[config.mk]
export PLATFORM = sky130hd
export DESIGN_NAME = mux_scan_ctrl_flat
export DESIGN_NICKNAME = d
export VERILOG_FILES = /design/src/rtl/mux_scan_ctrl_if.sv /design/src/rtl/mux_scan_ctrl.sv /design/src/flat_wrapper.sv
export SDC_FILE = /design/constraint.sdc
export NUM_CORES = 1
export LEC_CHECK = 0
export ABC_AREA = 1
export CORE_MARGIN = 4
export CORE_UTILIZATION = 30
export CTS_CLUSTER_SIZE = 30
export DETAILED_ROUTE_END_ITERATION = 12
export PLACE_DENSITY = 0.46
export SLEW_MARGIN = 0
export SYNTH_ARGS = -nofsm -noshare
export SYNTH_HDL_FRONTEND = slang
export SYNTH_SLANG_ARGS = --single-unit
[constraint.sdc]
create_clock -name clk -period 1.8 [get_ports clk]
set_input_delay 0.27 -clock clk [delete_from_list [all_inputs] [get_ports clk]]
set_output_delay 0.27 -clock clk [all_outputs]
set_load 0.05 [all_outputs]
[src/rtl/mux_scan_ctrl_if.sv]
// Frame handshake bundle between the scan controller and its consumer.
interface mux_scan_ctrl_if;
  logic [1:0] frame_data;
  logic       frame_valid;
  logic       frame_ready;

  modport master (output frame_data, output frame_valid, input frame_ready);
  modport slave  (input frame_data, input frame_valid, output frame_ready);
endinterface

[src/rtl/mux_scan_ctrl.sv]
// Scans a 2:1 mux channel by channel, captures one sample per channel and
// presents the 2-bit frame over a valid/ready handshake.
module mux_scan_ctrl #(
  parameter int unsigned DWELL  = 4,
  parameter int unsigned SETTLE = 1
) (
  input  logic                   clk,
  input  logic                   rst_n,
  input  logic                   start,
  input  logic                   cont,
  input  logic                   stop,
  output logic                   MUX_en,
  output logic                   MUX_sel,
  input  logic                   MUX_out,
  mux_scan_ctrl_if.master        frame_if,
  output logic                   busy,
  output logic [7:0]             frame_cnt
);

  localparam int unsigned CNT_W = 8;
  localparam logic [CNT_W-1:0] LAST_CNT   = CNT_W'(DWELL - 1);
  localparam logic [CNT_W-1:0] SETTLE_CNT = CNT_W'(SETTLE);

  typedef enum logic [1:0] {
    IDLE    = 2'd0,
    SEL0    = 2'd1,
    SEL1    = 2'd2,
    PRESENT = 2'd3
  } state_t;

  state_t           state_q;
  logic [CNT_W-1:0] cnt_q;
  logic             mode_q;
  logic             stop_pending_q;

  // Outputs are updated together with the state so they always match it.
  always_ff @(posedge clk) begin
    if (!rst_n) begin
      state_q              <= IDLE;
      cnt_q                <= '0;
      mode_q               <= 1'b0;
      stop_pending_q       <= 1'b0;
      MUX_en               <= 1'b0;
      MUX_sel              <= 1'b0;
      frame_if.frame_data  <= 2'b00;
      frame_if.frame_valid <= 1'b0;
      busy                 <= 1'b0;
      frame_cnt            <= '0;
    end else begin
      case (state_q)
        IDLE: begin
          if (start) begin
            state_q <= SEL0;
            mode_q  <= cont;
            cnt_q   <= '0;
            MUX_en  <= 1'b1;
            MUX_sel <= 1'b0;
            busy    <= 1'b1;
          end
        end
        SEL0: begin
          cnt_q <= cnt_q + CNT_W'(1);
          if (stop) stop_pending_q <= 1'b1;
          if (cnt_q == SETTLE_CNT) frame_if.frame_data[0] <= MUX_out;
          if (cnt_q == LAST_CNT) begin
            state_q <= SEL1;
            cnt_q   <= '0;
            MUX_sel <= 1'b1;
          end
        end
        SEL1: begin
          cnt_q <= cnt_q + CNT_W'(1);
          if (stop) stop_pending_q <= 1'b1;
          if (cnt_q == SETTLE_CNT) frame_if.frame_data[1] <= MUX_out;
          if (cnt_q == LAST_CNT) begin
            state_q              <= PRESENT;
            cnt_q                <= '0;
            MUX_en               <= 1'b0;
            MUX_sel              <= 1'b0;
            frame_if.frame_valid <= 1'b1;
          end
        end
        PRESENT: begin
          if (stop) stop_pending_q <= 1'b1;
          if (frame_if.frame_ready) begin
            frame_cnt            <= frame_cnt + CNT_W'(1);
            frame_if.frame_valid <= 1'b0;
            cnt_q                <= '0;
            // A stop arriving on the handshake edge itself also ends the run.
            if (mode_q && !stop_pending_q && !stop) begin
              state_q <= SEL0;
              MUX_en  <= 1'b1;
            end else begin
              state_q        <= IDLE;
              busy           <= 1'b0;
              stop_pending_q <= 1'b0;
            end
          end
        end
        default: state_q <= IDLE;
      endcase
    end
  end

endmodule

[src/flat_wrapper.sv]
// flat-port wrapper written by rule: the top's interface ports become plain ports
module mux_scan_ctrl_flat 
#(
  parameter int unsigned DWELL  = 4,
  parameter int unsigned SETTLE = 1
)
  (clk, rst_n, start, cont, stop, MUX_en, MUX_sel, MUX_out, busy, frame_cnt, frame_if_frame_data, frame_if_frame_valid, frame_if_frame_ready);
  mux_scan_ctrl_if frame_if_i ();
  input  logic clk;
  input  logic rst_n;
  input  logic start;
  input  logic cont;
  input  logic stop;
  output logic MUX_en;
  output logic MUX_sel;
  input  logic MUX_out;
  output logic busy;
  output logic [7:0] frame_cnt;
  output wire logic [$bits(frame_if_i.frame_data)-1:0] frame_if_frame_data;
  output wire logic [$bits(frame_if_i.frame_valid)-1:0] frame_if_frame_valid;
  input wire logic [$bits(frame_if_i.frame_ready)-1:0] frame_if_frame_ready;
  assign frame_if_frame_data = frame_if_i.frame_data;
  assign frame_if_frame_valid = frame_if_i.frame_valid;
  assign frame_if_i.frame_ready = frame_if_frame_ready;
  mux_scan_ctrl #(.DWELL(DWELL), .SETTLE(SETTLE)) u_core (.clk(clk), .rst_n(rst_n), .start(start), .cont(cont), .stop(stop), .MUX_en(MUX_en), .MUX_sel(MUX_sel), .MUX_out(MUX_out), .frame_if(frame_if_i), .busy(busy), .frame_cnt(frame_cnt));
endmodule
Word-level counts from Yosys, hierarchy flattened. Cells that the tools add are included.

Mux-type cells: 27. Equal/unequal tests: 11. Add/sub/neg operators: 2. Reductions and logical operators: 21.

Operator list (count): 8-bit 2-to-1 mux (3); 8-bit case mux with 3 select lines (1); 8-bit by 1-bit adder with 8-bit output (second input constant) (2); 1-bit 2-to-1 mux (13); 4-bit AND reduction (3); 2-bit AND reduction (5); 8-bit by 1-bit equality test with 1-bit output (second input constant) (1); 8-bit by 2-bit equality test with 1-bit output (second input constant) (1); 2-bit 2-to-1 mux (4); 2-bit case mux with 4 select lines (1); 2-bit by 1-bit != test with 1-bit output (second input constant) (3); 2-bit != test (second input constant) (3); 1-bit case mux with 2 select lines (3); 1-bit case mux with 3 select lines (2); 2-bit nonzero test (3); 3-bit nonzero test (2); 5-bit AND reduction (1); 2-bit equality test (second input constant) (2); 3-bit AND reduction (1); 2-bit by 1-bit equality test with 1-bit output (second input constant) (1); 1-bit logical AND (2); 1-bit zero test (2); 2-bit zero test (1); 2-bit OR reduction (1).

Register bits after elaboration: 26. Output and inout port bits: 14.

Logic depth before layout (Yosys ltp).
Word-level depth: 6. Gate-level depth with buffers: 10. Depth with buffers taken out: 10.

Worst setup path before layout. OpenSTA, ideal clock, no wires.

Path kind: register -> register. Start point: register u_core.state_q[0]. End point: register u_core.cnt_q[2]. Path slack: 0.282 ns. Cell stages (with the launch flop): 10. Required time: 1.676 ns. Library setup time: 0.124 ns. Data arrival time: 1.394 ns. Path buffers: 1. Clock period less this slack: 1.518 ns. Cells stage by stage: dfxtp_1 > inv_1 > ha_1 > inv_1 > nor2_4 > inv_1 > nand2_2 > buf_6 > o21ai_2 > nor2_1.

Longest elaborated chain between the ends: 3. Elaborated cells between the ends (all ways): 9. Classes of those cells: eq/ne (5); mux (1); reduce/logical (3).

RTL lines: start, declared (RTL line mux_scan_ctrl.sv:31) `state_t state_q;`; start signal, assigned (RTL line mux_scan_ctrl.sv:39) `state_q <= IDLE;`; start signal, assigned (RTL line mux_scan_ctrl.sv:53) `state_q <= SEL0;`; start signal, assigned (RTL line mux_scan_ctrl.sv:66) `state_q <= SEL1;`; 2-bit by 1-bit equality test with 1-bit output, or another cell as far along (RTL line mux_scan_ctrl.sv:50) `case (state_q)`; 2-bit OR reduction (no source line) / 2-bit != test (equally long branches); 8-bit case mux with 3 select lines / 2-bit AND reduction (equally long branches); end signal, assigned (RTL line mux_scan_ctrl.sv:62) `cnt_q <= cnt_q + CNT_W'(1);`; end signal, assigned (RTL line mux_scan_ctrl.sv:72) `cnt_q <= cnt_q + CNT_W'(1);`; end, declared (RTL line mux_scan_ctrl.sv:32) `logic [CNT_W-1:0] cnt_q;`.

Parallel ways exist; a longest one is shown, timed or not. A chain may end at the register's enable or synchronous reset.

Final worst setup path.
Start point: register u_core.frame_if.frame_valid. End point: output frame_if_frame_valid.

RTL lines: start, declared (RTL line mux_scan_ctrl_if.sv:7) `modport master (output frame_data, output frame_valid, input frame_ready);`; start signal, assigned (RTL line mux_scan_ctrl.sv:46) `frame_if.frame_valid <= 1'b0;`; start signal, assigned (RTL line mux_scan_ctrl.sv:80) `frame_if.frame_valid <= 1'b1;`; start signal, assigned (RTL line mux_scan_ctrl.sv:87) `frame_if.frame_valid <= 1'b0;`; end, declared (RTL line flat_wrapper.sv:20) `output wire logic [$bits(frame_if_i.frame_valid)-1:0] frame_if_frame_valid;`.

No word-level cell between the ends.

==> results.ini <==
[cells_and_area]
nets = 240
final_core_util = 0.389
drive_above_1_share = 0.179
antenna_cells = 0
area_growth_syn_to_layout_pct = 23.3
mostFrequentLayoutCells = 29 x nor2_1, 26 x inv_1, 26 x nand2_1, 24 x dfxtp_1, 17 x o21ai_0
nFillCells = 483
layout_commonest_cell = nor2_1

[floorplan]
ios = 21
die_h_um = 76.3
start_util = 0.315
die_x_um = 76.3
row_count = 24
dieArea_um2 = 5830
core_area_um2 = 4440

[pwr]
seqPwrFrac = 0.364
powerDensity_nw_per_um2 = 1150
switching_share = 0.428
peakVddDrop_uv = 552
p_int_mw = 1.14
pwr-share-comb = 0.468
switchingPower_mw = 0.854
p_clk_frac = 0.169
leakagePower_nw = 0.699

[synthesis]
synth_area_leaders = dfxtp_1 37%, nor2_1 7.8%, inv_1 7.2%
synth_top_area_frac = 0.371
synth_largest_area_cell = dfxtp_1
syn_inst = 196
yosysWarnings = 0
synth-seq-cells = 26
syn-num-nets = 211
netlist_area_um2 = 1400
yosysSeqAreaShare = 0.371
syn_avg_cell_area_um2 = 7.15
ys_types = 24

[clock_network]
clk_pin_slew_ns = 0.10
cts-htree-levels = 1
cts_buffer_depth = 2
clock_sinks = 26
numCtsBuffers = 3
cts_tree = yes
holdBufCountCts = 0
clk_latency_ns = 0.27
clock-root-buffer = clkbuf_8

[global_routing]
grt_pass1_wl_mm = 5.78
grt_pass1_vias = 1306
antenna_found_initial = 0
grt_max_degree = 14
grt.total_usage = 0.119
gr-total-overflow = 0

[min_path]
hold_path_class = reg2reg

[critical_path]
arrival_ns = 1.42
worstSetupPathType = reg2out
worst_path_largest_cell_delay_ns = 0.80
worstPathMaxFanout = 2
cp_top_family = buffers and inverters
worstSetupEndpointType = output port
critical_path.cell_chain = clkdlybuf4s50_1
critPathSlowestCell = clkdlybuf4s50_1
crit_required_ns = 1.53
cp_num_buf_inv = 1
worst_setup_path_start_kind = flip-flop

[job]
cap_violations = 0

[sta]
rsz0062_at_grt = false
setup-tns-final_ns = 0
slew_violations = 0
fin_skew_ns = 0.0135
finalHoldViolations = 0
setup_violations = 0
slew_headroom = 0.662
max_slew.worst_pin.slew_ns = 0.505
whs_ns = 0.460
timing.final.ws_setup_ns = 0.105
fmax_ghz = 0.590
period_needed_ns = 1.69
period_share = 0.942

[placement]
gp_congestion = 0.853
port_buffers = 20
place_ws_ns = 0.0497
hpwl_mm = 2.66

[detailed_routing]
via_per_inst = 4.77
wirelength_mm = 3.29
first_pass_iters = 5
drt_iter0_markers = 86
wl_per_cell_um = 12.0
postRouteAntennaNets = 0
drc_errors = 0
route.vias.total = 1312

[status]
status = complete, no violations

[cell families (layout without fill, tap and decap cells)]
| logic type | after synthesis | count (layout) | share of synthesized area |
|---|---|---|---|
| simple gates | 91 | 91 | 0.312 |
| fa+ha+maj | 8 | 8 | 0.0714 |
| buf+inv | 31 | 58 | 0.0884 |
| xor+xnor | 2 | 2 | 0.0125 |
| compound gates | 38 | 38 | 0.145 |
| flops | 26 | 26 | 0.371 |
[layer usage]
metal / wire length, um / GRT usage / up-vias / part of all wire
met4: 43 / 0.0308 / 0 / 0.013
met3: 139 / 0.0355 / 4 / 0.042
met5: 0 / 0 / - / 0
li1: - / - / 687 / -
met1: 1500 / 0.135 / 593 / 0.46
met2: 1600 / 0.217 / 28 / 0.49
[synthesized netlist by cell type (all sizes together)]
cell type,n
a211oi,1
a21oi,16
buf,1
clkbuf,1
dfxtp,26
ha,8
inv,29
nand2,30
nand3,11
nand3b,3
nand4,3
nor2,38
nor3,5
nor3b,1
o21a,1
o21ai,20
xnor2,1
xor2,1
[power by group through the flow]
stage          sequential (mW)  combinational [mW]  clock (mW)
4_1_cts                  0.723               0.921       0.356
3_5_place_dp             0.736               0.918           0
6_report                 0.725               0.932       0.336
5_1_grt                  0.735                1.04       0.376
2_1_floorplan            0.872               0.536           0
3_3_place_gp             0.731               0.914           0
[area by class of cell]
type / instances / area (um2) / area share
clock buffer: 3 / 41.3 / 0.0239
inverter: 29 / 109 / 0.0630
multi-input combinational: 139 / 769 / 0.445
sequential: 26 / 523 / 0.303
tap: 52 / 65.1 / 0.0377
timing repair buffer: 26 / 220 / 0.127
[worst reg2reg max path: cells and delay by family, from the launching register on]
family | cells | cell delay, ns
AO/OA/AOI/OAI | 1 | 0.06
AND/OR/NAND/NOR | 4 | 0.38
flip-flops | 1 | 0.37
buffers and inverters | 4 | 0.44
adder cells (fa/ha/maj) | 1 | 0.21
[registers in the layout, summed over array words and instances (netlist names)]
| signal | count |
|---|---|
| u_core.MUX_en | 1 |
| u_core.MUX_sel | 1 |
| u_core.busy | 1 |
| u_core.cnt_q | 8 |
| u_core.frame_cnt | 8 |
| u_core.frame_if.frame_data | 2 |
| u_core.frame_if.frame_valid | 1 |
| u_core.mode_q | 1 |
| u_core.state_q | 2 |
| u_core.stop_pending_q | 1 |
[final timing paths]
check	startpoint	end	slack, ns	depth (start not counted)
max reg2reg	u_core.state_q[0]	u_core.state_q[1]	0.22	10
min reg2reg	u_core.mode_q	u_core.mode_q	0.46	2
min	u_core.mode_q	u_core.mode_q	0.46	2
max	u_core.frame_if.frame_valid	frame_if_frame_valid	0.11	1
[stage by stage]
stage	power [mW]	instances	instance area, um2
2_1_floorplan	1.41	196	1400
3_3_place_gp	1.64	272	1670
3_5_place_dp	1.65	272	1670
4_1_cts	2.00	275	1710
5_1_grt	2.15	275	1730
6_report	1.99	275	1730
[repair_timing]
| item | 4_1_cts | 5_1_grt |
|---|---|---|
| endpoints found under the setup margin | 0 | 11 |
| gates resized for setup | 0 | 5 |
| setup buffers | 0 | 0 |
No activity file was read; power rests on OpenSTA's default activity.
